[src/rtl/rsc_encoder_pipe_if.sv]
// Handshake bundle between the RSC encoder and its bit source / beat sink.
// master: the stimulus and consumer side. slave: the encoder.
interface rsc_encoder_pipe_if;
    logic In_Valid;
    logic In_Ready;
    logic In_Bit;
    logic Out_Valid;
    logic Out_Ready;
    logic Out_Sys;
    logic Out_Par;
    logic Out_Tail;

    modport master (
        output In_Valid, In_Bit, Out_Ready,
        input  In_Ready, Out_Valid, Out_Sys, Out_Par, Out_Tail
    );

    modport slave (
        input  In_Valid, In_Bit, Out_Ready,
        output In_Ready, Out_Valid, Out_Sys, Out_Par, Out_Tail
    );
endinterface

[src/rtl/rsc_encoder_pipe.sv]
// 8-state RSC encoder (feedback 1+D^2+D^3, parity 1+D+D^3) with a registered output beat.
// Define RSC_ENC_TERM_EN to append three trellis-termination beats per block.
module rsc_encoder_pipe #(
    parameter int unsigned K_MAX = 6144,
    parameter int unsigned CW    = 13
) (
    input  logic              Clock,
    input  logic              nReset,
    input  logic              Start,
    input  logic [CW-1:0]     BlockLen,
    output logic              Start_Err,
    output logic              Busy,
    output logic              Done,
    rsc_encoder_pipe_if.slave bus
);

    localparam logic [CW-1:0] LEN_MAX = CW'(K_MAX);
    localparam logic [CW-1:0] ONE     = CW'(1);

`ifdef RSC_ENC_TERM_EN
    typedef enum logic [1:0] {IDLE, DATA, TAIL, DRAIN} state_t;
    logic [1:0] tail_cnt;
`else
    typedef enum logic [1:0] {IDLE, DATA, DRAIN} state_t;
`endif

    state_t        state;
    logic [2:0]    s;          // {s1, s2, s3}
    logic [CW-1:0] len;
    logic [CW-1:0] cnt;

    logic out_free, out_fire, in_fire, len_ok, last_bit;
    logic d_a, d_par, t_sys, t_par;

    assign out_free = !bus.Out_Valid || bus.Out_Ready;
    assign out_fire = bus.Out_Valid && bus.Out_Ready;
    assign in_fire  = (state == DATA) && bus.In_Valid && out_free;
    assign len_ok   = (BlockLen != '0) && (BlockLen <= LEN_MAX);
    assign last_bit = (cnt == len - ONE);

    assign bus.In_Ready = (state == DATA) && out_free;
    assign Busy         = (state != IDLE);

    // Data beat feeds u into the recursion; a tail beat picks u so the feedback a is 0.
    assign d_a   = bus.In_Bit ^ s[1] ^ s[0];
    assign d_par = d_a ^ s[2] ^ s[0];
    assign t_sys = s[1] ^ s[0];
    assign t_par = s[2] ^ s[0];

`ifndef RSC_ENC_TERM_EN
    assign bus.Out_Tail = 1'b0;
`endif

    always_ff @(posedge Clock or negedge nReset) begin
        if (!nReset) begin
            state         <= IDLE;
            s             <= '0;
            len           <= '0;
            cnt           <= '0;
            Start_Err     <= 1'b0;
            Done          <= 1'b0;
            bus.Out_Valid <= 1'b0;
            bus.Out_Sys   <= 1'b0;
            bus.Out_Par   <= 1'b0;
`ifdef RSC_ENC_TERM_EN
            bus.Out_Tail  <= 1'b0;
            tail_cnt      <= '0;
`endif
        end else begin
            Start_Err <= 1'b0;
            Done      <= 1'b0;
            if (out_fire)
                bus.Out_Valid <= 1'b0;

            case (state)
                IDLE: begin
                    if (Start) begin
                        if (len_ok) begin
                            len   <= BlockLen;
                            cnt   <= '0;
                            s     <= '0;
                            state <= DATA;
                        end else begin
                            Start_Err <= 1'b1;
                        end
                    end
                end

                DATA: begin
                    if (in_fire) begin
                        bus.Out_Valid <= 1'b1;
                        bus.Out_Sys   <= bus.In_Bit;
                        bus.Out_Par   <= d_par;
                        s             <= {d_a, s[2], s[1]};
                        cnt           <= cnt + ONE;
`ifdef RSC_ENC_TERM_EN
                        bus.Out_Tail  <= 1'b0;
                        if (last_bit) begin
                            tail_cnt <= '0;
                            state    <= TAIL;
                        end
`else
                        if (last_bit)
                            state <= DRAIN;
`endif
                    end
                end

`ifdef RSC_ENC_TERM_EN
                TAIL: begin
                    if (out_free) begin
                        bus.Out_Valid <= 1'b1;
                        bus.Out_Sys   <= t_sys;
                        bus.Out_Par   <= t_par;
                        bus.Out_Tail  <= 1'b1;
                        s             <= {1'b0, s[2], s[1]};
                        tail_cnt      <= tail_cnt + 2'd1;
                        if (tail_cnt == 2'd2)
                            state <= DRAIN;
                    end
                end
`endif

                DRAIN: begin
                    if (out_fire) begin
                        Done  <= 1'b1;
                        state <= IDLE;
                    end
                end

                default: state <= IDLE;
            endcase
        end
    end

endmodule

[src/flat_wrapper.sv]
// flat-port wrapper written by rule: the top's interface ports become plain ports
module rsc_encoder_pipe_flat 
#(
    parameter int unsigned K_MAX = 6144,
    parameter int unsigned CW    = 13
)
  (Clock, nReset, Start, BlockLen, Start_Err, Busy, Done, bus_In_Valid, bus_In_Bit, bus_Out_Ready, bus_In_Ready, bus_Out_Valid, bus_Out_Sys, bus_Out_Par, bus_Out_Tail);
  rsc_encoder_pipe_if bus_i ();
  input  logic Clock;
  input  logic nReset;
  input  logic Start;
  input  logic [CW-1:0] BlockLen;
  output logic Start_Err;
  output logic Busy;
  output logic Done;
  input wire logic [$bits(bus_i.In_Valid)-1:0] bus_In_Valid;
  input wire logic [$bits(bus_i.In_Bit)-1:0] bus_In_Bit;
  input wire logic [$bits(bus_i.Out_Ready)-1:0] bus_Out_Ready;
  output wire logic [$bits(bus_i.In_Ready)-1:0] bus_In_Ready;
  output wire logic [$bits(bus_i.Out_Valid)-1:0] bus_Out_Valid;
  output wire logic [$bits(bus_i.Out_Sys)-1:0] bus_Out_Sys;
  output wire logic [$bits(bus_i.Out_Par)-1:0] bus_Out_Par;
  output wire logic [$bits(bus_i.Out_Tail)-1:0] bus_Out_Tail;
  assign bus_i.In_Valid = bus_In_Valid;
  assign bus_i.In_Bit = bus_In_Bit;
  assign bus_i.Out_Ready = bus_Out_Ready;
  assign bus_In_Ready = bus_i.In_Ready;
  assign bus_Out_Valid = bus_i.Out_Valid;
  assign bus_Out_Sys = bus_i.Out_Sys;
  assign bus_Out_Par = bus_i.Out_Par;
  assign bus_Out_Tail = bus_i.Out_Tail;
  rsc_encoder_pipe #(.K_MAX(K_MAX), .CW(CW)) u_core (.Clock(Clock), .nReset(nReset), .Start(Start), .BlockLen(BlockLen), .Start_Err(Start_Err), .Busy(Busy), .Done(Done), .bus(bus_i));
endmodule
[config.mk]
export PLATFORM = sky130hd
export DESIGN_NAME = rsc_encoder_pipe_flat
export DESIGN_NICKNAME = d
export VERILOG_FILES = /design/src/rtl/rsc_encoder_pipe_if.sv /design/src/rtl/rsc_encoder_pipe.sv /design/src/flat_wrapper.sv
export SDC_FILE = /design/constraint.sdc
export NUM_CORES = 1
export LEC_CHECK = 0
export ABC_AREA = 1
export CORE_AREA = 2 2 91 58
export DETAILED_ROUTE_END_ITERATION = 8
export DIE_AREA = 0 0 93 60
export GPL_TIMING_DRIVEN = 1
export PLACE_DENSITY = 0.78
export SLEW_MARGIN = 10
export SYNTH_ARGS = -nofsm -noshare
export SYNTH_HDL_FRONTEND = slang
export SYNTH_SLANG_ARGS = --single-unit
[constraint.sdc]
create_clock -name Clock -period 1.5 [get_ports Clock]
set_input_delay 0.375 -clock Clock [delete_from_list [all_inputs] [get_ports Clock]]
set_output_delay 0.375 -clock Clock [all_outputs]
set_load 0.1 [all_outputs]
[Yosys cells after proc, flatten, opt, wreduce, memory -nomap -nowiden]
Index checks and enable logic that the tools add are counted.
Widths: inputs -> output; s select.
Operators by class
  $add $sub $neg: 2
  $mul: 0
  divide/modulo/power cells: 0
  magnitude comparators: 1
  equality and inequality tests: 8
  shift-type cells: 0
  multiplexer cells: 22
  bitwise operators: 4
  reductions and logical operators: 15
Operators with widths (count)
  $mux 13: 3
  $pmux 13 s2: 1
  $add 13x1->13 const B: 1
  $eq 13x13->1: 1
  $le 13x13->1 const B: 1
  $reduce_bool 13->1: 1
  $sub 13x1->13 const B: 1
  $mux 2: 5
  $mux 3: 3
  $mux 1: 8
  $ne 2x1->1 const B: 4
  $pmux 2 s3: 1
  $pmux 3 s2: 1
  $logic_and 1x1->1: 5
  $reduce_and 5->1: 1
  $reduce_and 4->1: 1
  $reduce_bool 2->1: 2
  $xor 1x1->1: 4
  $reduce_and 3->1: 1
  $eq 2x1->1 const B: 1
  $eq 2x2->1 const B: 1
  $logic_not 2->1: 1
  $ne 2x2->1 const B: 1
  $reduce_and 2->1: 1
  other kinds (2): 2
Storage, ports and cells
  register bits after elaboration: 36
  latch bits: 0
  memory bits (writable): 0
  bits in read-only memories: 0
  input bits: 19
  output and inout bits: 8
  word-level logic and storage cells: 61
  memories kept: 0

[Longest topological paths before layout]
Gate-level depths: netlist of run 1.
  depth after elaboration: 5
  depth in mapped cells: 15
  mapped depth without buffers: 15

[Worst setup path before layout of run 1]
OpenSTA, ideal clock, no wires.
  path type: register to register
  start point: reg u_core.bus.Out_Valid
  end point: reg u_core.cnt[0]
  library setup time: 0.129 ns
  arrival: 2.292 ns
  required time: 1.371 ns
  slack: -0.921 ns
  stages on the path, launching flop included: 12
  path through: dfrtp_1 > inv_1 > nor2_1 > nor2_4 > nand2_4 > nand2_4 > nand2_2 > nor2_8 > inv_2 > buf_6 > nand2_1 > o21ai_1
On the way
  word-level cells in the longest chain between the ends: 5
Ends and longest elaborated chain
  from (decl): line rsc_encoder_pipe_if.sv:20  | output In_Ready, Out_Valid, Out_Sys, Out_Par, Out_Tail
  from (signal assigned): line rsc_encoder_pipe.sv:62  | bus.Out_Valid <= 1'b0;
  from (signal assigned): line rsc_encoder_pipe.sv:73  | bus.Out_Valid <= 1'b0;
  from (signal assigned): line rsc_encoder_pipe.sv:91  | bus.Out_Valid <= 1'b1;
  $logic_not 1->1: line rsc_encoder_pipe.sv:35  | assign out_free = !bus.Out_Valid || bus.Out_Ready;
  $logic_or 1x1->1: line rsc_encoder_pipe.sv:35
  $logic_and 1x1->1: line rsc_encoder_pipe.sv:37  | assign in_fire = (state == DATA) && bus.In_Valid && out_free;
  $ne 2x1->1 (no source line)
  $reduce_and 4->1 (no source line)
  to (signal assigned): line rsc_encoder_pipe.sv:95  | cnt <= cnt + ONE;
  to (decl): line rsc_encoder_pipe.sv:30  | logic [CW-1:0] cnt;
Every way passes these cells.
A chain may end at the register's enable or synchronous reset.

[Worst setup path in the final report of run 1]
  start point: reg u_core.len[0]
  end point: reg u_core.state[0]
On the way
  word-level cells in the longest chain between the ends: 4
Ends and longest elaborated chain
  from (decl): line rsc_encoder_pipe.sv:29  | logic [CW-1:0] len;
  from (signal assigned): line rsc_encoder_pipe.sv:79  | len <= BlockLen;
  $sub 13x1->13: line rsc_encoder_pipe.sv:39  | assign last_bit = (cnt == len - ONE);
  $eq 13x13->1: line rsc_encoder_pipe.sv:39
  $ne 2x1->1 (no source line)
  $reduce_and 5->1 (no source line)
  to (signal assigned): line rsc_encoder_pipe.sv:56  | state <= IDLE;
  to (signal assigned): line rsc_encoder_pipe.sv:82  | state <= DATA;
  to (signal assigned): line rsc_encoder_pipe.sv:104  | state <= DRAIN;
  to (decl): line rsc_encoder_pipe.sv:27  | state_t state;
Every way passes these cells.

==> results.json, run 1 <==
{
  "status": "complete, but fails checks",
  "violations": "negative setup slack",
  "drt_iter0_markers": 329,
  "multiInputGateArea_um2": 1580,
  "synthCells": 338,
  "hold_viol_final": 0,
  "fillCellCount": 253,
  "fin_crit_sh_pct": 135,
  "r2r_cells": 15,
  "globalRouteMet3Util_pct": 9.46,
  "reg2reg_from": "u_core.len[0]",
  "antenna_cells": 0,
  "cp-end-kind": "flip-flop",
  "finalNetCount": 481,
  "insertion_delay_ns": 0.31,
  "cts_tree": "yes",
  "worstHoldStart": "BlockLen[4]",
  "die_area_um2": 5580,
  "setup_viol": 35,
  "drive_above_1_share_pct": 46.0,
  "async_flop_share_pct": 100,
  "syn_to_final_growth_pct": 71.4,
  "fmax_mhz": 494,
  "crit_path_start_kind": "flip-flop",
  "synth-warning-count": 0,
  "worst-path-max-fanout": 4,
  "placed_cell_area_um2": 3190,
  "initial_core_util_pct": 49.1,
  "grt_overflow": 0,
  "place_inst": 476,
  "arrival_ns": 2.23,
  "hold_path.class": "input port to flip-flop",
  "crit_type": "flip-flop to flip-flop",
  "final_max_slew_viol_count": 0,
  "seqCellArea_um2": 912,
  "grt_max_degree": 32,
  "row_count": 20,
  "numCtsBuffers": 5,
  "post-place-ws_ns": -0.653,
  "routed_wl_mm": 10.3,
  "synth_nets": 359,
  "grt_pass1_vias": 2714,
  "cts-root-buf": "clkbuf_8",
  "fin_util_pct": 84.2,
  "finalWorstSetupSlack_ns": -0.526,
  "cts_max_level": 2,
  "worstPathRequired_ns": 1.71,
  "die_width_um": 93,
  "die_y_um": 60,
  "grt-busiest-layer": "met2",
  "antenna_left": 0,
  "hpwl_mm": 4.92,
  "reg2reg_slack_ns": -0.53,
  "grt_setup_unrepaired": "true",
  "grt_usage_pct": 32.7,
  "syn_area_um2": 2360,
  "port_buffers": 25,
  "r2r_end": "u_core.state[0]",
  "antenna_found_initial": 0,
  "min_period_ns": 2.03,
  "final_cell_count_no_fill": 527,
  "route.detailed.drc": 0,
  "p_leak_nw": 2.04,
  "cap_violations": 0,
  "ys_seq_area_share_pct": 38.2,
  "p_per_area_nw_per_um2": 2090,
  "use_met2_pct": 53.6,
  "synth_edf_count": 0,
  "dr.pass1.iters": 5,
  "avgViaCountPerCell": 5.61,
  "min_to": "u_core.len[4]",
  "clk_pin_slew_worst_paths_ns": 0.09,
  "ys.flop_type": "dfrtp_1",
  "hold_depth": 3,
  "grt_pass1_wl_mm": 13.6,
  "met1_usage_pct": 41.3,
  "avgSynthCellArea_um2": 6.99,
  "wl_per_cell_um": 19.6,
  "core-area_um2": 4800,
  "peakVddDrop_mv": 2.34,
  "gp_congestion": 0.957,
  "skew_ns": 0.0202,
  "final_cell_area_um2": 4050,
  "ios": 27,
  "vias": 2954,
  "fin_tns_setup_ns": -8.26,
  "synth.distinct_cells": 31,
  "cts_num_sinks": 36,
  "synth_seq_cells": 36,
  "clockBufferDepth": 2
}
-- flip-flops by register name, indices dropped and copies added, names as in the netlist --
name / count
u_core.bus.Out_Par: 1
u_core.bus.Out_Valid: 1
u_core.Done: 1
u_core.s: 3
u_core.cnt: 13
u_core.bus.Out_Sys: 1
u_core.Start_Err: 1
u_core.state: 2
u_core.len: 13
-- synth_stat cells, types with 2 or more instances --
| cell | number | area share [%] |
|---|---|---|
| a21oi_1 | 3 | 0.64 |
| ha_1 | 2 | 1.1 |
| o21ai_0 | 4 | 0.85 |
| nand4_1 | 6 | 1.6 |
| inv_1 | 41 | 6.5 |
| nor2_1 | 45 | 7.2 |
| nand3_1 | 22 | 4.7 |
| buf_2 | 2 | 0.42 |
| nor2_8 | 2 | 1.7 |
| inv_2 | 7 | 1.1 |
| buf_4 | 2 | 0.64 |
| nand2_1 | 103 | 16 |
| dfrtp_1 | 36 | 38 |
| o21ai_2 | 2 | 0.74 |
| xnor2_1 | 7 | 2.6 |
| xor2_1 | 14 | 5.2 |
| o21ai_1 | 18 | 3.8 |
| nand2_4 | 2 | 0.95 |
| nor3_1 | 8 | 1.7 |
-- layer usage --
metal | vias up | share of wire (%)
met5 | - | 0
met4 | 0 | 4.8
met3 | 58 | 10
met2 | 203 | 46
met1 | 1400 | 39
li1 | 1293 | -
-- how the worst max path moves through the flow --
stage | endpoint | from | slack (ns)
2_1_floorplan | u_core.cnt[0] | u_core.bus.Out_Valid | -0.65
3_5_place_dp | u_core.len[6] | BlockLen[9] | -0.65
6_report | u_core.state[0] | u_core.len[0] | -0.53
4_1_cts | u_core.state[0] | u_core.len[1] | -0.23
3_3_place_gp | u_core.len[4] | BlockLen[9] | -0.59
5_1_grt | u_core.state[0] | u_core.len[0] | -0.59
-- cells in the final DEF (no fill, tap or decap), types with 2 or more instances in the layout --
cell             instances
xor2_1                  14
nand3_4                  2
nor2_1                  31
buf_12                  13
xnor2_1                  6
a21oi_2                  3
inv_1                   35
o21ai_1                  5
o21ai_2                 15
dlygate4sd2_1            8
nor3_1                   6
nor2_4                   7
nor2_2                   8
inv_2                   12
dfrtp_2                  6
inv_8                    2
dfrtp_1                 29
buf_4                   74
nand3_1                 20
clkbuf_8                 6
nand2_4                 17
nand2_1                 71
clkdlybuf4s15_1          6
buf_6                   11
buf_8                    2
nand2_2                 18
nand4_1                  6
clkdlybuf4s50_1          3
o21ai_0                  4
nor2_8                   2
nor3_2                   2
-- through the flow --
stage	hold WS (ns)	power, mW
after global routing	0.422	8.79
after floorplan	0.0794	3.92
after CTS	0.405	7.32
final	0.413	8.44
after detailed placement	0.215	5.51
after global placement	0.217	5.40
-- layout make-up --
type                    instances  share of cell area (%)
inverters                      49                    4.79
clock inverters                 2                   0.340
flip-flops and latches         36                    22.5
repair inverters                1                   0.278
repair buffers                120                    28.9
well taps                      66                    2.04
clock buffers                   6                    2.04
multi-input cells             247                    39.1
-- kinds of logic (layout without fill, tap and decap cells) --
| logic type | Yosys count | after routing | share of synthesized area [%] |
|---|---|---|---|
| compound gates | 29 | 29 | 6.62 |
| xor+xnor | 21 | 21 | 7.79 |
| fa+ha+maj | 2 | 2 | 1.06 |
| buf+inv | 55 | 178 | 9.59 |
| flops | 36 | 36 | 38.2 |
| mux | 1 | 1 | 0.477 |
| other cells | 1 | 1 | 0.159 |
| simple gates | 193 | 193 | 36.1 |
-- power breakdown --
group          internal, mW  switching [mW]
Sequential             1.28           0.426
Clock                 0.377           0.440
Combinational          2.62            3.29
-- worst max-delay path, stage by stage (launching register included) --
cell and delay, ns:
dfrtp_1 0.42, inv_2 0.10, ha_4 0.18, nand2_4 0.08, nor2_1 0.18, nand2_1 0.09
nand2_1 0.11, nand2_1 0.06, inv_1 0.05, nand2_1 0.05, nor2_1 0.15, nand2_1 0.12
nand2_2 0.12, nand2_2 0.06, nand2_2 0.08, nand2_1 0.07
-- what timing repair did --
item                                    CTS  global route
hold endpoints to repair                  5             0
hold buffers                              1             0
gates cloned                              2             2
setup buffers                            31            12
gates resized for setup                  84            59
endpoints found under the setup margin   34            35
pin swaps                                28            19
(Power assumes the default switching activity.)
==> run 2, diff against run 1 <==
CAP_MARGIN = 30   (was default)
PLACE_DENSITY = 0.75   (was 0.78)
==> run 2 against run 1 <==
Net effect:
- sequential cell count did not move
- non-clock buffer count fell by 23
- highest routed layer unchanged
- cell area fell by 12%
- utilization fell by 9.9 points
- register-to-register slack improved by 0.17 ns
- clock power fell by 15%
- final cell count fell by 4.4%
- global-route usage fell by 6.6 points
- largest cell class unchanged
- routed wire length fell by 31%
- the flow still finishes with violations (negative setup slack)
- hold slack improved by 0.048 ns
- sequential share of layout area rose by 2.9 points
- setup slack improved by 0.17 ns
- critical path type unchanged
==> results.json, run 2 (synthesized netlist as in run 1, its figures left out) <==
{
  "core-area_um2": 4800,
  "p_total_mw": 6.85,
  "critical_path.cell_chain": "inv_2 > ha_4 > xnor2_1 > xor2_1 > nand4_1 > nor2_2 > nand2_2 > nand2_2 > nand2_1 > nand2_1 > nand2_1",
  "finalWorstSetupSlack_ns": -0.352,
  "hold_viol_final": 0,
  "globalRouteMet3Util_pct": 5.04,
  "reg2reg_slack_ns": -0.35,
  "crit_path_start_kind": "flip-flop",
  "final_max_slew_viol_count": 0,
  "vias": 2580,
  "final_common_cell": "nand2_1",
  "wl_per_cell_um": 14.1,
  "dr.pass1.iters": 5,
  "r2r_end": "u_core.state[0]",
  "fin_crit_sh_pct": 123,
  "status": "complete, but fails checks",
  "cp-end-kind": "flip-flop",
  "fillCellCount": 367,
  "hpwl_mm": 4.91,
  "drive_above_1_share_pct": 33.6,
  "drt_iter0_markers": 290,
  "antenna_cells": 0,
  "violations": "negative setup slack",
  "final_cell_mix": "97 x nand2_1, 68 x buf_4, 36 x inv_1, 31 x dfrtp_1, 28 x nor2_1",
  "setup_viol": 32,
  "grt-busiest-layer": "met2",
  "min_period_ns": 1.85,
  "insertion_delay_ns": 0.29,
  "grt_pass1_wl_mm": 10.9,
  "p_per_area_nw_per_um2": 1920,
  "clockBufferDepth": 2,
  "ios": 27,
  "peakVddDrop_mv": 1.82,
  "fin_tns_setup_ns": -3.39,
  "numCtsBuffers": 5,
  "cts_max_level": 2,
  "hold_path.class": "input port to asynchronous set/reset pin",
  "die_area_um2": 5580,
  "cpMostUsedCell": "nand2_1",
  "cts_num_sinks": 36,
  "crit_path_top_delay_cell": "dfrtp_2",
  "antenna_left": 0,
  "reg_top3": "u_core.cnt x13, u_core.len x13, u_core.s x3",
  "r2r_cells": 11,
  "fmax_mhz": 540,
  "cap_violations": 0,
  "avgViaCountPerCell": 5.12,
  "grt_usage_pct": 26.1,
  "cpPeakStageDelay_ns": 0.42,
  "met1_usage_pct": 38.2,
  "arrival_ns": 2.03,
  "cts_tree": "yes",
  "routed_wl_mm": 7.12,
  "die_y_um": 60,
  "syn_to_final_growth_pct": 51.2,
  "initial_core_util_pct": 49.1,
  "worst-path-max-fanout": 3,
  "reg2reg_from": "u_core.len[1]",
  "worstPathRequired_ns": 1.68,
  "gp_congestion": 0.910,
  "route.detailed.drc": 0,
  "grt_max_degree": 37,
  "crit_type": "flip-flop to flip-flop",
  "grt_overflow": 0,
  "die_width_um": 93,
  "use_met2_pct": 40.8,
  "port_buffers": 25,
  "grt_pass1_vias": 2342,
  "row_count": 20,
  "antenna_found_initial": 0,
  "grt_setup_unrepaired": "true",
  "finalNetCount": 458,
  "p_leak_nw": 1.80,
  "skew_ns": 0.0121,
  "cts-root-buf": "clkbuf_8",
  "clk_pin_slew_worst_paths_ns": 0.07
}
[run 2: cell count changes in the layout (fill, tap and decap cells not counted), sizes merged]
cell	change
clkdlybuf4s15	-6
clkdlybuf4s50	+4
buf	-22
dlygate4sd2	+3
dlygate4sd3	-1
inv	-1
[run 2: area by class of cell]
cell class                      count  area, um2  area share (%)
Multi-Input combinational cell    247       1410            39.4
Sequential cell                    36        910            25.5
Tap cell                           66       82.6            2.31
Timing Repair Buffer               97        888            24.9
Timing Repair inverter              1       3.75           0.105
Inverter                           49        194            5.43
Clock inverter                      1       8.76           0.245
Clock buffer                        7       76.3            2.14
[run 2: power by group]
| part | leakage (nW) | internal (mW) | switching (mW) |
|---|---|---|---|
| Combinational | 1.30 | 1.90 | 2.64 |
| Clock | 0.0424 | 0.332 | 0.359 |
| Sequential | 0.462 | 1.27 | 0.346 |
| Total | 1.80 | 3.50 | 3.34 |
[run 2: how the worst max path moves through the flow]
stage | cells after the start | to | from
after floorplan | 11 | u_core.cnt[0] | u_core.bus.Out_Valid
after global placement | 8 | u_core.len[9] | BlockLen[9]
after detailed placement | 12 | u_core.cnt[0] | BlockLen[1]
after CTS | 15 | u_core.state[0] | u_core.len[1]
after global routing | 13 | u_core.state[0] | u_core.len[2]
final | 11 | u_core.state[0] | u_core.len[1]
[run 2: worst max-delay path: cells and delay by family (launching register included)]
| family | cells | cell delay [ns] |
|---|---|---|
| buffers and inverters | 1 | 0.07 |
| AND/OR/NAND/NOR | 7 | 0.69 |
| flip-flops | 1 | 0.42 |
| adder cells (fa/ha/maj) | 1 | 0.18 |
| XOR/XNOR | 2 | 0.38 |
[run 2: repair_timing]
item,4_1_cts,5_1_grt
buffers inserted,10,2
endpoints found under the setup margin,34,34
pin swaps,19,13
gates cloned,1,0
hold buffers,0,0
gates resized for setup,33,31
[run 2: routing by layer]
metal | vias up | share of wire [%] | wire (um)
met5 | - | 0 | 0
met4 | 0 | 1.3 | 92
met3 | 14 | 8.4 | 595
met2 | 111 | 46 | 3250
met1 | 1201 | 45 | 3180
li1 | 1254 | - | -
[run 2: metrics by stage]
step | util, % | setup WS (ns) | area, um2 | hold WS (ns) | instances
after floorplan | - | -0.652 | 2400 | 0.0794 | 338
after global placement | 67.1 | -0.598 | 3220 | 0.491 | 483
after detailed placement | 67.1 | -0.630 | 3220 | 0.507 | 483
after CTS | 71.8 | -0.288 | 3450 | 0.457 | 502
after global routing | 74.3 | -0.446 | 3570 | 0.470 | 504
final | 74.3 | -0.352 | 3570 | 0.460 | 504
